`src/rtl/aste_pkg.sv`:
```
// aste_pkg: shared constants and types for the asteroid-memory scanner.
//   - width constants for the 16-entry asteroid memory
//   - entry field offsets: entry = {x, y, dir}
//   - EMPTY_ENTRY: the all-zero word that marks an unoccupied slot
//   - aste_state_t: scanner FSM states. CLEAR is present only when
//     ASTE_CLEAR_ON_HIT_EN is defined.
package aste_pkg;

    localparam int ASTE_N_ENTRIES = 16;
    localparam int ASTE_ADDR_W    = 4;
    localparam int ASTE_COORD_W   = 4;
    localparam int ASTE_DIR_W     = 2;
    localparam int ENTRY_W        = 2*ASTE_COORD_W + ASTE_DIR_W;

    localparam int X_LSB   = 6;
    localparam int Y_LSB   = 2;
    localparam int DIR_LSB = 0;

    localparam logic [ENTRY_W-1:0] EMPTY_ENTRY = '0;

    typedef enum logic [2:0] {
        IDLE,
        FETCH,
        SCAN,
        DONE
`ifdef ASTE_CLEAR_ON_HIT_EN
        , CLEAR
`endif
    } aste_state_t;

endpackage

```
`src/rtl/aste_entry_match.sv`:
```
// aste_entry_match: combinational unpack/compare of one asteroid entry.
// Ports:
//   entry    in   raw memory word {x, y, dir}
//   tgt_x    in   target column
//   tgt_y    in   target row
//   occupied out  entry is not EMPTY_ENTRY
//   match    out  occupied and (x, y) equals the target; dir is ignored
module aste_entry_match import aste_pkg::*; (
    input  logic [ENTRY_W-1:0]      entry,
    input  logic [ASTE_COORD_W-1:0] tgt_x,
    input  logic [ASTE_COORD_W-1:0] tgt_y,
    output logic                    occupied,
    output logic                    match
);

    logic [ASTE_COORD_W-1:0] x;
    logic [ASTE_COORD_W-1:0] y;

    assign x        = entry[X_LSB +: ASTE_COORD_W];
    assign y        = entry[Y_LSB +: ASTE_COORD_W];
    // An all-zero word is an empty slot, so (0,0) with dir 0 never matches.
    assign occupied = (entry != EMPTY_ENTRY);
    assign match    = occupied && (x == tgt_x) && (y == tgt_y);

endmodule

```
`src/rtl/aste_scanner.sv`:
```
// aste_scanner: walks every slot of the asteroid memory after a start pulse,
// counts occupied slots and reports the lowest-index slot whose (x, y) equals
// the latched target.
// Memory port: registered address, read data valid one cycle later.
// Ports:
//   clk, reset       clock, synchronous active-high reset
//   start            one-cycle scan request (ignored while busy)
//   target_x/y       target, latched when start is accepted
//   mem_addr/we/data memory address / write enable / write data
//   mem_q            memory read data
//   busy, done       scan in progress / one-cycle end-of-scan pulse
//   hit, hit_addr    any match / lowest matching index (held after done)
//   active_count     occupied slot count (held after done)
// Build option: ASTE_CLEAR_ON_HIT_EN adds a CLEAR cycle after a scan with a
// hit that writes zero to hit_addr, destroying the asteroid.
module aste_scanner import aste_pkg::*; #(
    parameter int N_ENTRIES = ASTE_N_ENTRIES,
    parameter int ADDR_W    = ASTE_ADDR_W,
    parameter int COORD_W   = ASTE_COORD_W,
    parameter int DIR_W     = ASTE_DIR_W
) (
    input  logic                           clk,
    input  logic                           reset,
    input  logic                           start,
    input  logic [COORD_W-1:0]             target_x,
    input  logic [COORD_W-1:0]             target_y,
    output logic [ADDR_W-1:0]              mem_addr,
    output logic                           mem_we,
    output logic [2*COORD_W+DIR_W-1:0]     mem_data,
    input  logic [2*COORD_W+DIR_W-1:0]     mem_q,
    output logic                           busy,
    output logic                           done,
    output logic                           hit,
    output logic [ADDR_W-1:0]              hit_addr,
    output logic [$clog2(N_ENTRIES+1)-1:0] active_count
);

    localparam int CNT_W = $clog2(N_ENTRIES+1);
    localparam logic [ADDR_W-1:0] LAST_IDX = ADDR_W'(N_ENTRIES-1);

    aste_state_t         state_q, state_d;
    logic [COORD_W-1:0]  tgt_x_q, tgt_y_q;
    logic [ADDR_W-1:0]   addr_q;    // address presented to memory
    logic [ADDR_W-1:0]   idx_q;     // index of the entry now on mem_q
    logic                hit_q;
    logic [ADDR_W-1:0]   hit_addr_q;
    logic [CNT_W-1:0]    cnt_q;
    logic                occupied, match;

    aste_entry_match u_match (
        .entry    (mem_q),
        .tgt_x    (tgt_x_q),
        .tgt_y    (tgt_y_q),
        .occupied (occupied),
        .match    (match)
    );

    // The only write ever issued is a clear, so write data is always zero.
    assign mem_data     = '0;
    assign hit          = hit_q;
    assign hit_addr     = hit_addr_q;
    assign active_count = cnt_q;

    always_comb begin
        state_d  = state_q;
        busy     = 1'b0;
        done     = 1'b0;
        mem_we   = 1'b0;
        mem_addr = addr_q;
        case (state_q)
            IDLE:  if (start) state_d = FETCH;
            FETCH: begin
                busy    = 1'b1;
                state_d = SCAN;
            end
            SCAN: begin
                busy = 1'b1;
                if (idx_q == LAST_IDX) begin
`ifdef ASTE_CLEAR_ON_HIT_EN
                    // Include this cycle's match: hit_q lags by one entry.
                    state_d = (hit_q || match) ? CLEAR : DONE;
`else
                    state_d = DONE;
`endif
                end
            end
`ifdef ASTE_CLEAR_ON_HIT_EN
            CLEAR: begin
                busy     = 1'b1;
                // Gate with reset so a reset in this cycle cannot land a write.
                mem_we   = !reset;
                mem_addr = hit_addr_q;
                state_d  = DONE;
            end
`endif
            DONE: begin
                done    = 1'b1;
                state_d = IDLE;
            end
            default: state_d = IDLE;
        endcase
    end

    always_ff @(posedge clk) begin
        if (reset) begin
            state_q    <= IDLE;
            tgt_x_q    <= '0;
            tgt_y_q    <= '0;
            addr_q     <= '0;
            idx_q      <= '0;
            hit_q      <= 1'b0;
            hit_addr_q <= '0;
            cnt_q      <= '0;
        end else begin
            state_q <= state_d;
            case (state_q)
                IDLE: if (start) begin
                    tgt_x_q    <= target_x;
                    tgt_y_q    <= target_y;
                    addr_q     <= '0;
                    hit_q      <= 1'b0;
                    hit_addr_q <= '0;
                    cnt_q      <= '0;
                end
                FETCH: begin
                    addr_q <= addr_q + 1'b1;
                    idx_q  <= '0;
                end
                SCAN: begin
                    // Last cycle's address wraps; park it at 0 for idle.
                    addr_q <= (idx_q == LAST_IDX) ? '0 : addr_q + 1'b1;
                    idx_q  <= idx_q + 1'b1;
                    if (occupied) cnt_q <= cnt_q + CNT_W'(1);
                    if (match && !hit_q) begin
                        hit_q      <= 1'b1;
                        hit_addr_q <= idx_q;
                    end
                end
                default: ;
            endcase
        end
    end

endmodule
```
`config.mk`:
```
export PLATFORM = sky130hd
export DESIGN_NAME = aste_scanner
export DESIGN_NICKNAME = d
export VERILOG_FILES = /design/src/rtl/aste_pkg.sv /design/src/rtl/aste_entry_match.sv /design/src/rtl/aste_scanner.sv
export SDC_FILE = /design/constraint.sdc
export NUM_CORES = 1
export LEC_CHECK = 0
export BUFFER_PORTS_ARGS = -buffer_cell sky130_fd_sc_hd__buf_2
export CAP_MARGIN = 20
export CORE_ASPECT_RATIO = 0.75
export CORE_MARGIN = 5
export CORE_UTILIZATION = 50
export DETAILED_ROUTE_END_ITERATION = 7
export PLACE_DENSITY = 0.87
export SYNTH_ARGS = -nofsm -noshare
export SYNTH_HDL_FRONTEND = slang
export SYNTH_SLANG_ARGS = --single-unit
```
`constraint.sdc`:
```
create_clock -name clk -period 2.3 [get_ports clk]
set_clock_uncertainty 0.1 [all_clocks]
set_input_delay 0.345 -clock clk [delete_from_list [all_inputs] [get_ports clk]]
set_output_delay 0.345 -clock clk [all_outputs]
set_load 0.005 [all_outputs]
```
==> results.txt <==
----------------------------------------------------
[Min path]
  Worst hold path stage count ... 3
  Min-Delay Startpoint ... target_x[1]
  Endpoint of the worst hold path ... tgt_x_q[1]
  Worst hold path class ... in -> reg

[Worst setup path]
  Capturing point of the worst reg2reg path ... hit_addr[2]
  Worst Path Max Fanout ... 5
  Worst setup path class ... reg -> reg
  Register-to-Register Setup Slack ... 290 ps
  Critical Path Sink Type ... register
  Arrival time of the worst setup path ... 2120 ps
  R2R Path Start ... state_q[0]
  Number of cells on the worst reg-to-reg path ... 6
  WP data required ... 2410 ps
  Critical Path Start Type ... register

[Final layout]
  Number of standard cells in the layout, taps in and fillers out ... around 250
  Number of filler instances in the final layout ... 265
  Fraction of layout instances using a drive strength above 1 ... 0.235
  Synthesis-to-finish area growth ... 14.8%
  N_diodes ... 0
  Nets ... around 240
  Share of the core filled with cells in the final layout ... 0.595

[Clock tree]
  Clock buffer depth ... 2
  Worst skew pair latency ... roughly 270 ps
  Setup repair bufs after CTS ... 0
  PostCTS Resize Cnt ... 0
  Sinks on Clock Net ... 28
  H-tree levels ... 1
  Clk Tree Root Cell ... sky130_fd_sc_hd__clkbuf_8
  TritonCTS buffer count ... 3
  Clock tree from TritonCTS ... built
  Number of buffers inserted by hold repair at cts ... 0
  Clock transition time at the flip-flop clock pins of the worst setup and hold paths ... 90 ps

[Die]
  Horizontal die dimension ... 73.7 um
  Core ar. ... 2940 um^2
  Die extent in y ... 57.8 um
  Number of placement rows ... 17
  Top-level port count ... 48
  Overall die area ... around 4300 um^2
  Starting Density ... 0.518

[Yosys]
  Gate Count Post-Synth ... 179
  Sequential cell area fraction in the yosys report ... 0.369
  Most numerous cell in the Yosys netlist ... sky130_fd_sc_hd__nand2_1
  Synth unique cells ... 39
  Main combinational cell family by area after synthesis ... simple AND/OR/NAND/NOR gates
  Number of warnings reported in the yosys synthesis log ... 0
  Primary flip-flop cell chosen by synthesis mapping ... sky130_fd_sc_hd__dfxtp_1
  Fraction of the mapped netlist area in adder cells ... 0.0658
  Synthesized area divided by synthesized cell count ... 8.49 um^2
  Area share of xor/xnor cells in the synthesized design ... 0.0461
  Ranking of synthesized cells by area ... sky130_fd_sc_hd__dfxtp_1 (37%), sky130_fd_sc_hd__nand2_1 (8.4%), sky130_fd_sc_hd__ha_1 (6.6%), sky130_fd_sc_hd__buf_4 (5.4%), sky130_fd_sc_hd__a21oi_1 (5.3%)
  Synth top area share ... 0.369
  Multiplexer share of the synthesized area ... 0.0535
  Post-synthesis compound-gate area fraction ... 0.128
  Synth Cell Area ... 1520 um^2
  Top cell types by occurrence after synthesis ... sky130_fd_sc_hd__nand2_1 (34), sky130_fd_sc_hd__dfxtp_1 (28), sky130_fd_sc_hd__a21oi_1 (16)
  Async S/R FF share, synth ... 0
  Cell taking the most area after synthesis ... sky130_fd_sc_hd__dfxtp_1
  Seq cells post-synth ... 28
  Post-synth EDFFs ... 0
  Post-Synth Simple-Gate Area ... 0.240

[Pwr]
  Power density over the cells ... 872 nW/um^2
  Peak ir drop on the vdd network ... between 0.0006 and 0.0007 V
  Leakage ... 0.000792 uW

[GRT]
  Number of antenna violations at the first check in global routing ... 0
  Global-route wire length before repair ... 5130 um
  GRT overflow ... 0
  Total routing resource utilization after global routing ... 0.147
  Largest net degree at the start of global routing ... 23
  Vias in the first global route ... about 1200

[Place]
  Final weighted congestion in routability-driven placement ... 0.792
  DPL Wire Length ... 2380 um
  # placed instances ... 247
  Worst Setup Slack post-DPL ... 299 ps
  Input/output buffers ... 36

[Detailed routing]
  Detailed-route vias per instance ... roughly 5
  Number of iterations in the first detailed-routing pass ... 4
  Total via count after detailed routing ... 1286
  Per-cell routed wire length ... 12.5 um
  Detailed Route Iter0 Violations ... a little under 70
  Post-route ant nets ... 0
  Drt total wl ... 3130 um
  DRC violation count after routing ... 0

[STA]
  Achievable frequency ... 497 MHz
  Fin Setup TNS ... 0 ps
  Share of the cycle needed by the critical path after routing ... 0.876
  Setup ws final ... 286 ps
  Min Clock Period, post-route ... 2010 ps
  Count of pins over their slew limit ... 0
  Hold Worst Slack ... 197 ps
  Final setup violation count ... 0
  Setup repair after global routing missed its margin ... false
  Total count of hold-check failures in the final report ... 0

[Run status]
  Outcome ... complete, no violations

[Run]
  Count of max-cap constraint violations ... 0

----------------------------------------------------
[metrics by stage]
| step | cell area (um^2) | total power [uW] |
|---|---|---|
| 5_1_grt | 1750 | 1630 |
| 6_report | 1750 | 1520 |
| 4_1_cts | 1750 | 1530 |
| 2_1_floorplan | 1560 | 1020 |
| 3_3_place_gp | 1670 | 1130 |
| 3_5_place_dp | 1670 | 1140 |
[area by class of cell]
cell class / count / area [um^2] / share of cell area
inverters: 5 / 18.8 / 0.0108
repair buffers: 38 / 195 / 0.112
clock buffers: 3 / 41.3 / 0.0237
multi-input cells: 138 / 852 / 0.488
well taps: 38 / 47.5 / 0.0272
flip-flops and latches: 28 / 561 / 0.321
clock inverters: 1 / 30.0 / 0.0172
[worst max path at each step]
| stage | cells after the start | end | start |
|---|---|---|---|
| final | 6 | hit_addr[2] | state_q[0] |
| after global routing | 6 | hit_addr[2] | state_q[0] |
| after CTS | 6 | hit_addr[2] | state_q[0] |
| after detailed placement | 6 | hit_addr[2] | state_q[0] |
| after global placement | 6 | hit_addr[0] | state_q[0] |
| after floorplan | 8 | hit | state_q[0] |
[layer usage]
layer	global-route usage	wire, um	vias up
met2	0.241	1430	32
met5	0	0	-
met1	0.201	1460	588
li1	-	-	664
met4	0.0233	8	0
met3	0.0329	228	2
[worst max-delay path: stages, from the launching register on]
cell and delay, ps:
sky130_fd_sc_hd__dfxtp_1 410, sky130_fd_sc_hd__inv_1 100, sky130_fd_sc_hd__ha_1 250, sky130_fd_sc_hd__mux2i_1 210, sky130_fd_sc_hd__nor4_1 280, sky130_fd_sc_hd__and4_1 380, sky130_fd_sc_hd__mux2i_1 220
[registers in the layout, indices dropped and copies added, names as in the netlist]
register	cells
active_count	5
hit_addr	4
idx_q	4
mem_addr	4
tgt_x_q	4
tgt_y_q	4
state_q	2
hit	1
[power breakdown]
part / internal, uW / leakage (uW) / switching [uW] / total (uW)
Combinational: 213 / 0.000529 / 342 / 555
Sequential: 535 / 0.000227 / 46.3 / 582
Clock: 233 / 0.0000357 / 152 / 385
Total: 981 / 0.000792 / 541 / 1520
[cells in the final DEF (no fill, tap or decap), types with 2 or more instances in the layout]
| cell | instances |
|---|---|
| sky130_fd_sc_hd__buf_4 | 2 |
| sky130_fd_sc_hd__clkbuf_8 | 3 |
| sky130_fd_sc_hd__nand4b_1 | 2 |
| sky130_fd_sc_hd__mux2i_1 | 7 |
| sky130_fd_sc_hd__o211ai_1 | 3 |
| sky130_fd_sc_hd__nor2_1 | 11 |
| sky130_fd_sc_hd__a21oi_1 | 16 |
| sky130_fd_sc_hd__nand4_1 | 4 |
| sky130_fd_sc_hd__nand3_1 | 7 |
| sky130_fd_sc_hd__nor4_1 | 2 |
| sky130_fd_sc_hd__conb_1 | 11 |
| sky130_fd_sc_hd__nand2b_1 | 2 |
| sky130_fd_sc_hd__ha_1 | 8 |
| sky130_fd_sc_hd__o21ai_0 | 2 |
| sky130_fd_sc_hd__nor4_2 | 2 |
| sky130_fd_sc_hd__inv_1 | 5 |
| sky130_fd_sc_hd__nand2_1 | 34 |
| sky130_fd_sc_hd__buf_2 | 36 |
| sky130_fd_sc_hd__dfxtp_1 | 28 |
| sky130_fd_sc_hd__xor2_1 | 8 |
| sky130_fd_sc_hd__nor2b_1 | 2 |
[logic make-up (layout without fill, tap and decap cells)]
group           after synthesis  count (layout)
other cells                   1              11
mux                           8               8
simple gates                 73              73
xor+xnor                      8               8
fa+ha+maj                     8               8
compound gates               30              30
flops                        28              28
buf+inv                      23              47
Note: power is estimated with default switching activity, not from simulation.
